## src/rtl/adma_dm_axi_r_mc.sv

```systemverilog
// rtl/adma_dm_axi_r_mc.sv - multi-channel AXI R receiver: per-channel burst length queues, beat demux, sticky errors
// Optional macro ADMA_R_OUT_PIPE_EN adds a 2-entry skid on out_* and cuts the out_rdy -> m_rready_o path.
module adma_dm_axi_r_mc #(
   parameter int DMA_CHN_NUM  = 4,
   parameter int MST_ID_W     = 5,
   parameter int ATX_LEN_W    = 8,
   parameter int ATX_DATA_W   = 256,
   parameter int OSTD_PER_CHN = 2,
   parameter int DMA_CHN_NUM_W = $clog2(DMA_CHN_NUM)
) (
   input  logic                                              clk,
   input  logic                                              rst,
   input  logic [DMA_CHN_NUM_W-1:0]                          atx_chn_id,
   input  logic [ATX_LEN_W-1:0]                              atx_arlen,
   input  logic                                              atx_vld,
   output logic                                              atx_rdy,
   input  logic [MST_ID_W-1:0]                               m_rid_i,
   input  logic [ATX_DATA_W-1:0]                             m_rdata_i,
   input  logic [1:0]                                        m_rresp_i,
   input  logic                                              m_rlast_i,
   input  logic                                              m_rvalid_i,
   output logic                                              m_rready_o,
   output logic [DMA_CHN_NUM_W-1:0]                          out_chn_id,
   output logic [ATX_DATA_W-1:0]                             out_rdata,
   output logic                                              out_last,
   output logic                                              out_vld,
   input  logic                                              out_rdy,
   output logic [DMA_CHN_NUM*($clog2(OSTD_PER_CHN)+1)-1:0]   chn_ostd,
   output logic [DMA_CHN_NUM*2-1:0]                          chn_err,
   input  logic [DMA_CHN_NUM-1:0]                            err_clr
);

   localparam int CHN_W = DMA_CHN_NUM_W;
   localparam int OW    = $clog2(OSTD_PER_CHN) + 1;
   localparam int PW    = (OSTD_PER_CHN > 1) ? $clog2(OSTD_PER_CHN) : 1;

   logic [OW-1:0]        q_cnt    [DMA_CHN_NUM];
   logic [PW-1:0]        q_wp     [DMA_CHN_NUM];
   logic [PW-1:0]        q_rp     [DMA_CHN_NUM];
   logic [ATX_LEN_W-1:0] q_len    [DMA_CHN_NUM][OSTD_PER_CHN];
   logic [ATX_LEN_W-1:0] beat_cnt [DMA_CHN_NUM];
   logic [1:0]           err_q    [DMA_CHN_NUM];

   logic [DMA_CHN_NUM-1:0] full_v, push_v, pop_v, fwd_v, acc_v;
   logic [CHN_W-1:0]       r_ch;
   logic [ATX_LEN_W-1:0]   head_len;
   logic                   r_exp, r_exp_last, r_acc, r_fwd, r_pop, atx_push, fwd_rdy;
   logic [1:0]             r_code;
   logic                   unused_ok;

   function automatic logic [PW-1:0] ptr_inc(input logic [PW-1:0] p);
      return (p == PW'(OSTD_PER_CHN - 1)) ? '0 : p + PW'(1);
   endfunction

   assign unused_ok  = ^{m_rid_i, m_rresp_i[0]};
   assign r_ch       = m_rid_i[CHN_W-1:0];
   assign r_exp      = (q_cnt[r_ch] != '0);
   assign head_len   = q_len[r_ch][q_rp[r_ch]];
   assign r_exp_last = (beat_cnt[r_ch] == head_len);

   // Beats for a channel with nothing queued never wait on the output side.
   assign m_rready_o = ~rst & (fwd_rdy | ~r_exp);
   assign r_acc      = m_rvalid_i & m_rready_o;
   assign r_fwd      = r_acc & r_exp;
   assign r_pop      = r_fwd & r_exp_last;

   always_comb begin
      r_code = 2'b00;
      if (!r_exp)
         r_code = 2'b11;
      else if (m_rlast_i != r_exp_last)
         r_code = 2'b10;
      else if (m_rresp_i[1])
         r_code = 2'b01;
   end

   // A full queue still takes a record when its head retires in the same cycle.
   assign atx_rdy  = ~rst & (~full_v[atx_chn_id] | (r_pop & (r_ch == atx_chn_id)));
   assign atx_push = atx_vld & atx_rdy;

   always_comb begin
      full_v   = '0;
      push_v   = '0;
      pop_v    = '0;
      fwd_v    = '0;
      acc_v    = '0;
      chn_ostd = '0;
      chn_err  = '0;
      for (int c = 0; c < DMA_CHN_NUM; c++) begin
         full_v[c]           = (q_cnt[c] == OW'(OSTD_PER_CHN));
         push_v[c]           = atx_push & (atx_chn_id == CHN_W'(c));
         pop_v[c]            = r_pop & (r_ch == CHN_W'(c));
         fwd_v[c]            = r_fwd & (r_ch == CHN_W'(c));
         acc_v[c]            = r_acc & (r_ch == CHN_W'(c));
         chn_ostd[c*OW +: OW] = q_cnt[c];
         chn_err[c*2 +: 2]    = err_q[c];
      end
   end

   always_ff @(posedge clk) begin
      if (rst) begin
         for (int c = 0; c < DMA_CHN_NUM; c++) begin
            q_cnt[c]    <= '0;
            q_wp[c]     <= '0;
            q_rp[c]     <= '0;
            beat_cnt[c] <= '0;
            err_q[c]    <= 2'b00;
         end
      end else begin
         for (int c = 0; c < DMA_CHN_NUM; c++) begin
            if (push_v[c]) begin
               q_len[c][q_wp[c]] <= atx_arlen;
               q_wp[c]           <= ptr_inc(q_wp[c]);
            end
            if (pop_v[c])
               q_rp[c] <= ptr_inc(q_rp[c]);
            if (push_v[c] && !pop_v[c])
               q_cnt[c] <= q_cnt[c] + OW'(1);
            else if (!push_v[c] && pop_v[c])
               q_cnt[c] <= q_cnt[c] - OW'(1);
            // The burst ends on the counter, whatever RLAST says.
            if (fwd_v[c])
               beat_cnt[c] <= r_exp_last ? '0 : beat_cnt[c] + ATX_LEN_W'(1);
            if (acc_v[c] && (r_code != 2'b00) && ((err_q[c] == 2'b00) || err_clr[c]))
               err_q[c] <= r_code;
            else if (err_clr[c])
               err_q[c] <= 2'b00;
         end
      end
   end

`ifdef ADMA_R_OUT_PIPE_EN
   logic [ATX_DATA_W-1:0] sk_data [2];
   logic [CHN_W-1:0]      sk_chn  [2];
   logic                  sk_last [2];
   logic [1:0]            sk_cnt;
   logic                  sk_wp, sk_rp, sk_pop;

   assign fwd_rdy    = (sk_cnt != 2'd2);
   assign sk_pop     = out_vld & out_rdy;
   assign out_vld    = (sk_cnt != 2'd0);
   assign out_chn_id = sk_chn[sk_rp];
   assign out_rdata  = sk_data[sk_rp];
   assign out_last   = sk_last[sk_rp];

   always_ff @(posedge clk) begin
      if (rst) begin
         sk_cnt <= 2'd0;
         sk_wp  <= 1'b0;
         sk_rp  <= 1'b0;
      end else begin
         if (r_fwd) begin
            sk_data[sk_wp] <= m_rdata_i;
            sk_chn[sk_wp]  <= r_ch;
            sk_last[sk_wp] <= r_exp_last;
            sk_wp          <= ~sk_wp;
         end
         if (sk_pop)
            sk_rp <= ~sk_rp;
         if (r_fwd && !sk_pop)
            sk_cnt <= sk_cnt + 2'd1;
         else if (!r_fwd && sk_pop)
            sk_cnt <= sk_cnt - 2'd1;
      end
   end
`else
   assign fwd_rdy    = out_rdy;
   assign out_vld    = ~rst & m_rvalid_i & r_exp;
   assign out_chn_id = r_ch;
   assign out_rdata  = m_rdata_i;
   assign out_last   = r_exp_last;
`endif

endmodule

```

## config.mk

```make
export PLATFORM = sky130hd
export DESIGN_NAME = adma_dm_axi_r_mc
export DESIGN_NICKNAME = d
export VERILOG_FILES = /design/src/rtl/adma_dm_axi_r_mc.sv
export SDC_FILE = /design/constraint.sdc
export NUM_CORES = 1
export LEC_CHECK = 0
export BUFFER_PORTS_ARGS = -buffer_cell sky130_fd_sc_hd__buf_2
export CAP_MARGIN = 20
export CORE_AREA = 2 2 216 218
export CTS_CLUSTER_SIZE = 30
export DETAILED_ROUTE_END_ITERATION = 8
export DIE_AREA = 0 0 218 220
export PLACE_DENSITY = 0.49
export SYNTH_ARGS = -nofsm -noshare
export SYNTH_HDL_FRONTEND = slang
export SYNTH_SLANG_ARGS = --single-unit
```

## constraint.sdc

```tcl
create_clock -name clk -period 10.3 [get_ports clk]
set_input_delay 1.545 -clock clk [delete_from_list [all_inputs] [get_ports clk]]
set_output_delay 1.545 -clock clk [all_outputs]
set_load 0.05 [all_outputs]
```

* After elaboration in Yosys (flattened, before gate mapping)
Memories as Yosys holds them, arrays and structs flattened.
Index checks and enable logic that the tools add are counted.
** Storage, ports and cells
- Register bits :: 0
- RAM bits :: 120
- Output and inout port bits :: 278
- Memories :: 6
- Word-level logic and storage cells :: 318
- Bits of input ports :: 283
** Cells by class
- Muxes and demuxes :: 163
- Reductions and logical operators :: 43
- $lt $le $gt $ge :: 10
- Add/sub/neg operators :: 20
- Equal/unequal tests :: 13
- Bitwise gates (word level) :: 63
** Memories
- q_len :: depth 4, width 16, read ports 1, clocked after Yosys merged registers in 0, wr ports 1, line 40 : logic [ATX_LEN_W-1:0] q_len [DMA_CHN_NUM][OSTD_PER_CHN];
- beat_cnt :: depth 4, width 8, read ports 5, clocked after Yosys merged registers in 0, wr ports 4, line 41 : logic [ATX_LEN_W-1:0] beat_cnt [DMA_CHN_NUM];
- err_q :: depth 4, width 2, read ports 4, clocked after Yosys merged registers in 0, wr ports 4, line 42 : logic [1:0] err_q [DMA_CHN_NUM];
- q_cnt :: depth 4, width 2, read ports 5, clocked after Yosys merged registers in 0, wr ports 4, line 37 : logic [OW-1:0] q_cnt [DMA_CHN_NUM];
- q_rp :: depth 4, width 1, read ports 5, clocked after Yosys merged registers in 0, wr ports 4, line 39 : logic [PW-1:0] q_rp [DMA_CHN_NUM];
- q_wp :: depth 4, width 1, read ports 4, clocked after Yosys merged registers in 0, wr ports 4, line 38 : logic [PW-1:0] q_wp [DMA_CHN_NUM];
** Operators by type and width (count)
- 16-bit 2-to-1 mux :: 10
- 8-bit 2-to-1 mux :: 15
- 1-bit 2-to-1 mux :: 112
- 16-bit OR reduction :: 3
- 2-bit 2-to-1 mux :: 21
- 8-bit by 1-bit adder with 8-bit output, second input constant :: 4
- 8-bit demux with 1-bit select :: 4
- 1-bit bitwise OR :: 30
- 1-bit AND :: 25
- 1-bit logical AND :: 20
- 2-bit equality test, second input constant :: 8
- 2-bit logical NOT :: 6
- 2-bit >= comparator, second input constant :: 5
- 1-bit NOT with 2-bit output :: 5
- 1-bit adder, second input constant :: 8
- 2-bit by 1-bit adder with 2-bit output, second input constant :: 4
- 8-bit equality test :: 1
- 1-bit logical NOT :: 8
- 2-bit by 1-bit less-than comparator with 1-bit output, second input constant :: 4
- 2-bit by 1-bit subtractor with 2-bit output, second input constant :: 4
- 2-bit by 1-bit equality test with 1-bit output, second input constant :: 2
- 1-bit logical OR :: 4
- 2-bit nonzero test :: 2
- 2-bit by 3-bit less-than comparator with 1-bit output, second input constant :: 1
- other kinds (4) :: 6

* Depth between registers and ports, before layout
An unclocked memory read counts as a cell.
- Word-level depth :: 20
- Depth in mapped cells :: 10
- Mapped depth without buffers :: 8

* Worst setup path before layout
OpenSTA, ideal clock, no wires.
- Path type :: in2out
- From :: input m_rid_i[1]
- To :: output out_last
- Arrival time :: 3736 ps
- Data required time :: 8755 ps
- Path slack :: 5019 ps
- Stages on the path :: 9
- Buffers on the path :: 3
- Cell sequence :: clkbuf_1 > clkbuf_1 > mux4_2 > mux2i_1 > xnor2_1 > nor4_4 > nand2_4 > buf_2 > inv_1
** On the way
- Longest elaborated chain between the ends :: 6
- Elaborated cells on any way between the ends :: 8
- Those cells by class :: eq/ne (1); mux (3); bitwise (1); memory (3)
** Ends and longest elaborated chain
- start: declaration :: line 17 : input logic [MST_ID_W-1:0] m_rid_i,
- memory 4 x 1 bit
- 1-bit NOT with 2-bit output (implied by the code) :: line 58 : assign head_len = q_len[r_ch][q_rp[r_ch]];
- 8-bit 2-to-1 mux (implied by the code) (3 in series) :: line 58
- 8-bit equality test * :: line 59 : assign r_exp_last = (beat_cnt[r_ch] == head_len);
- end: declaration :: line 25 : output logic out_last,
Every way passes the cells marked *; elsewhere a longest branch is shown, timed or not. The select of a mux whose other input is x is not followed.

* Worst setup path in the final report
- From :: input m_rid_i[0]
- To :: output atx_rdy
** On the way
- Longest elaborated chain between the ends :: 11
- Elaborated cells on any way between the ends :: 20
- Those cells by class :: eq/ne (2); mux (3); bitwise (10); reduce/logical (1); memory (4)
** Ends and longest elaborated chain
- memory 4 x 2 bit
- 2-bit nonzero test :: line 57 : assign r_exp = (q_cnt[r_ch] != '0);
- 1-bit NOT :: line 62 : assign m_rready_o = ~rst & (fwd_rdy | ~r_exp);
- 1-bit bitwise OR :: line 62
- 1-bit AND :: line 62
- 1-bit AND :: line 63 : assign r_acc = m_rvalid_i & m_rready_o;
- 1-bit AND :: line 64 : assign r_fwd = r_acc & r_exp;
- 1-bit AND :: line 65 : assign r_pop = r_fwd & r_exp_last;
- 1-bit AND * :: line 78 : assign atx_rdy = ~rst & (~full_v[atx_chn_id] | (r_pop & (r_ch == atx_chn_id)));
- 1-bit bitwise OR * :: line 78
- 1-bit AND * :: line 78
- end: declaration :: line 16 : output logic atx_rdy,
Marked as above.

==> flow_metrics.env <==
export IMPL_status="finished clean"
export IMPL_fin_util=0.161
export IMPL_endpoint="atx_rdy"
export IMPL_synth_top_area_cell="edfxtp_1"
export IMPL_io_buffers=44
export IMPL_syn_to_final_growth_pct=-6.03
export IMPL_drcViolationCount=0
export IMPL_hold_path_depth=1
export IMPL_post_cts_resized=0
export IMPL_track_usage=0.128
export IMPL_rr_startpoint="q_rp[1]"
export IMPL_die_h_um=220
export IMPL_core_area_um2=45900
export IMPL_grt_overflow_total=0
export IMPL_grt_max_degree=35
export IMPL_max_freq_mhz=155
export IMPL_crit_start="m_rid_i[0]"
export IMPL_crit_arrival_ns=4.92
export IMPL_grt_pass1_wl_mm=40.2
export IMPL_synthAdderAreaFrac=0.00796
export IMPL_worstPathRequired_ns=8.76
export IMPL_finalNetCount=740
export IMPL_fin_setup_tns_ns=0
export IMPL_drt_wl_total_mm=31.4
export IMPL_antenna_found_initial=4
export IMPL_drt_iter0_markers=255
export IMPL_r2r_slack_ns=6.57
export IMPL_finalPower_w=0.00123
export IMPL_synth_cell_types=42
export IMPL_diodes=0
export IMPL_min_period_ns=6.47
export IMPL_num_vias=4080
export IMPL_finClkSkew_ns=0.00732
export IMPL_synth_warning_count=0
export IMPL_dp_hpwl_mm=26.0
export IMPL_die_area_um2=48000
export IMPL_initial_utilization=0.171
export IMPL_htreeDepth=4
export IMPL_critPathKind="input pin to output pin"
export IMPL_numCtsBuffers=17
export IMPL_die_w_um=218
export IMPL_avgViaCountPerCell=3.81
export IMPL_worst_pin_slew_ns=0.934
export IMPL_grt_pass1_vias=4122
export IMPL_cts_buffer_depth=2
export IMPL_pin_count=561
export IMPL_r2r_end="q_len[3][15]"
export IMPL_reg2reg_depth=7
export IMPL_relSlewSlack=0.376
export IMPL_synth_top_area_share=0.458
export IMPL_synth_compound_area_share=0.0341
export IMPL_fin_crit_sh=0.628
export IMPL_synthMuxAreaShare=0.0885
export IMPL_clkSlewWorstSetupHoldPaths_ns=0.06
export IMPL_hold_viol_final=0
export IMPL_hold_class="flip-flop to flip-flop"
export IMPL_setup_viol=0
export IMPL_num_rows=79
export IMPL_syn_inst=667
export IMPL_yosys_area_share_simple=0.101
export IMPL_p_leak_nw=2.39
export IMPL_root_buffer="clkbuf_16"
export IMPL_clock_sinks=120
export IMPL_worstSetupEndpointType="output pin"
export IMPL_synth_seq_area_share=0.458
export IMPL_rsz0062_at_grt="false"
export IMPL_ys_top_cells_by_area="edfxtp_1, buf_4, mux4_2, xnor2_1, nor3_1"
export IMPL_power_density_nw_per_um2=167
export IMPL_ant_nets=0
export IMPL_num_fill_cells=5101
export IMPL_routedWlPerCell_um=29.3
export IMPL_worstSetupStartpointType="input pin"
export IMPL_syn_area_um2=7860
export IMPL_cts_tree="built"
export IMPL_ys_ff_latch=120
export IMPL_post_cts_buffers=0
export IMPL_drive_gt1_frac=0.271
export IMPL_slew_violations=0
export IMPL_synth_top_family_by_area="buffers and inverters"
export IMPL_ir_worst_vdd_uv=95.6
export IMPL_multiInputGateArea_um2=2160
export IMPL_avgSynthCellArea_um2=11.8
export IMPL_first_pass_iters=5
export IMPL_clk_latency_ns=0.42
export IMPL_gp_congestion=0.801
export IMPL_holdBufCountCts=0
export IMPL_yosys_area_share_xor_xnor=0.0433
export IMPL_synth_nets=955
export IMPL_cap_violations=0
export IMPL_seqCellArea_um2=3600
export IMPL_critPathMaxFanout=21
-- stage by stage --
step                hold WS (ns)  area (µm²)  worst slack [ns]  instances
detailed placement         0.552        6830              3.76       1040
floorplan                  0.533        7860              5.02        667
finish                     0.562        7390              3.83       1072
CTS                        0.560        7390              3.77       1072
global route               0.579        7390              3.60       1072
global placement           0.553        6800              3.77       1039
-- cell usage after synthesis --
library cell and n:
xnor2_2 1, xor2_1 13, nand4_1 3, ha_1 5, or2_1 1, nand2_4 1
a31oi_1 1, a311o_1 1, nor3_1 35, o311ai_0 1, or2_2 11, nor3b_1 4
buf_2 5, clkbuf_1 15, buf_6 3, edfxtp_1 120, xnor2_1 24, nand3_1 14
a211oi_2 3, nor2_1 12, o21ai_0 4, buf_4 259, o211ai_1 5, a211o_1 2
a31o_2 1, or3_4 1, mux4_2 26, nor4_1 4, or3_1 1, o211ai_2 2
a21oi_1 6, mux2i_1 11, nor2b_1 12, nand2_1 18, o22ai_1 5, a32oi_1 3
o2111ai_1 1, and4_1 4, and3_1 12, inv_1 10, nor4_4 2, and2_1 5
-- flip-flops by register name, summed over array words and instances (netlist names) --
register	count
q_rp	4
q_len	64
q_wp	4
beat_cnt	32
err_q	8
q_cnt	8
-- critical path, cell delays in order --
cell and delay (ns):
buf_2 0.44, buf_4 0.45, mux4_2 0.73, mux2i_1 0.28
xnor2_1 0.14, nor4_4 0.46, a31o_2 0.47, buf_2 0.36
-- worst min path at each step --
| stage | start | end |
|---|---|---|
| finish | q_rp[3] | q_rp[3] |
| global route | q_rp[3] | q_rp[3] |
| CTS | q_rp[3] | q_rp[3] |
| detailed placement | q_rp[3] | q_rp[3] |
| global placement | q_rp[2] | q_rp[2] |
| floorplan | q_rp[2] | q_rp[2] |
-- logic make-up after synthesis --
| logic type | after synthesis |
|---|---|
| buffers and inverters | 292 |
| AOI/OAI and AO/OA | 35 |
| and+or+nand+nor | 140 |
| adders and majority gates | 5 |
| muxes | 37 |
| xor gates and xnor gates | 38 |
| DFF | 120 |
-- final cells by class --
class / count / share of cell area
Inverter: 10 / 0.00508
Clock inverter: 15 / 0.0176
Clock buffer: 17 / 0.0576
Tap cell: 607 / 0.103
Multi-Input combinational cell: 255 / 0.293
Sequential cell: 120 / 0.488
Timing Repair Buffer: 48 / 0.0366
-- layer usage --
layer  GRT usage  share of wire  vias to the layer above
li1            -              -                     1683
met1      0.0964           0.26                     1894
met2       0.184           0.43                      430
met3       0.169           0.28                       71
met4      0.0526          0.032                        2
met5      0.0146         0.0029                        -
-- power breakdown --
| part | internal [W] | leakage (nW) | switching (W) |
|---|---|---|---|
| Combinational | 0.0000389 | 0.963 | 0.0000738 |
| Sequential | 0.000551 | 1.16 | 0.0000106 |
| Clock | 0.000331 | 0.261 | 0.000229 |
| Total | 0.000921 | 2.39 | 0.000313 |
-- cell usage in the layout (no fill, tap or decap), types with 4 or more instances in the layout --
| master | count |
|---|---|
| o211ai_1 | 5 |
| clkinv_4 | 4 |
| nand2_1 | 18 |
| xor2_1 | 13 |
| ha_1 | 5 |
| and3_1 | 12 |
| nor4_1 | 4 |
| clkbuf_16 | 17 |
| xnor2_1 | 24 |
| o21ai_0 | 4 |
| or2_2 | 11 |
| nor2b_1 | 12 |
| mux4_2 | 26 |
| mux2i_1 | 11 |
| edfxtp_1 | 120 |
| and4_1 | 4 |
| a21oi_1 | 6 |
| inv_1 | 10 |
| and2_1 | 5 |
| nor3b_1 | 4 |
| clkinvlp_4 | 4 |
| buf_2 | 44 |
| nor3_1 | 35 |
| nor2_1 | 12 |
| nand3_1 | 14 |
| o22ai_1 | 5 |
Note: power is estimated with default switching activity, not from simulation.
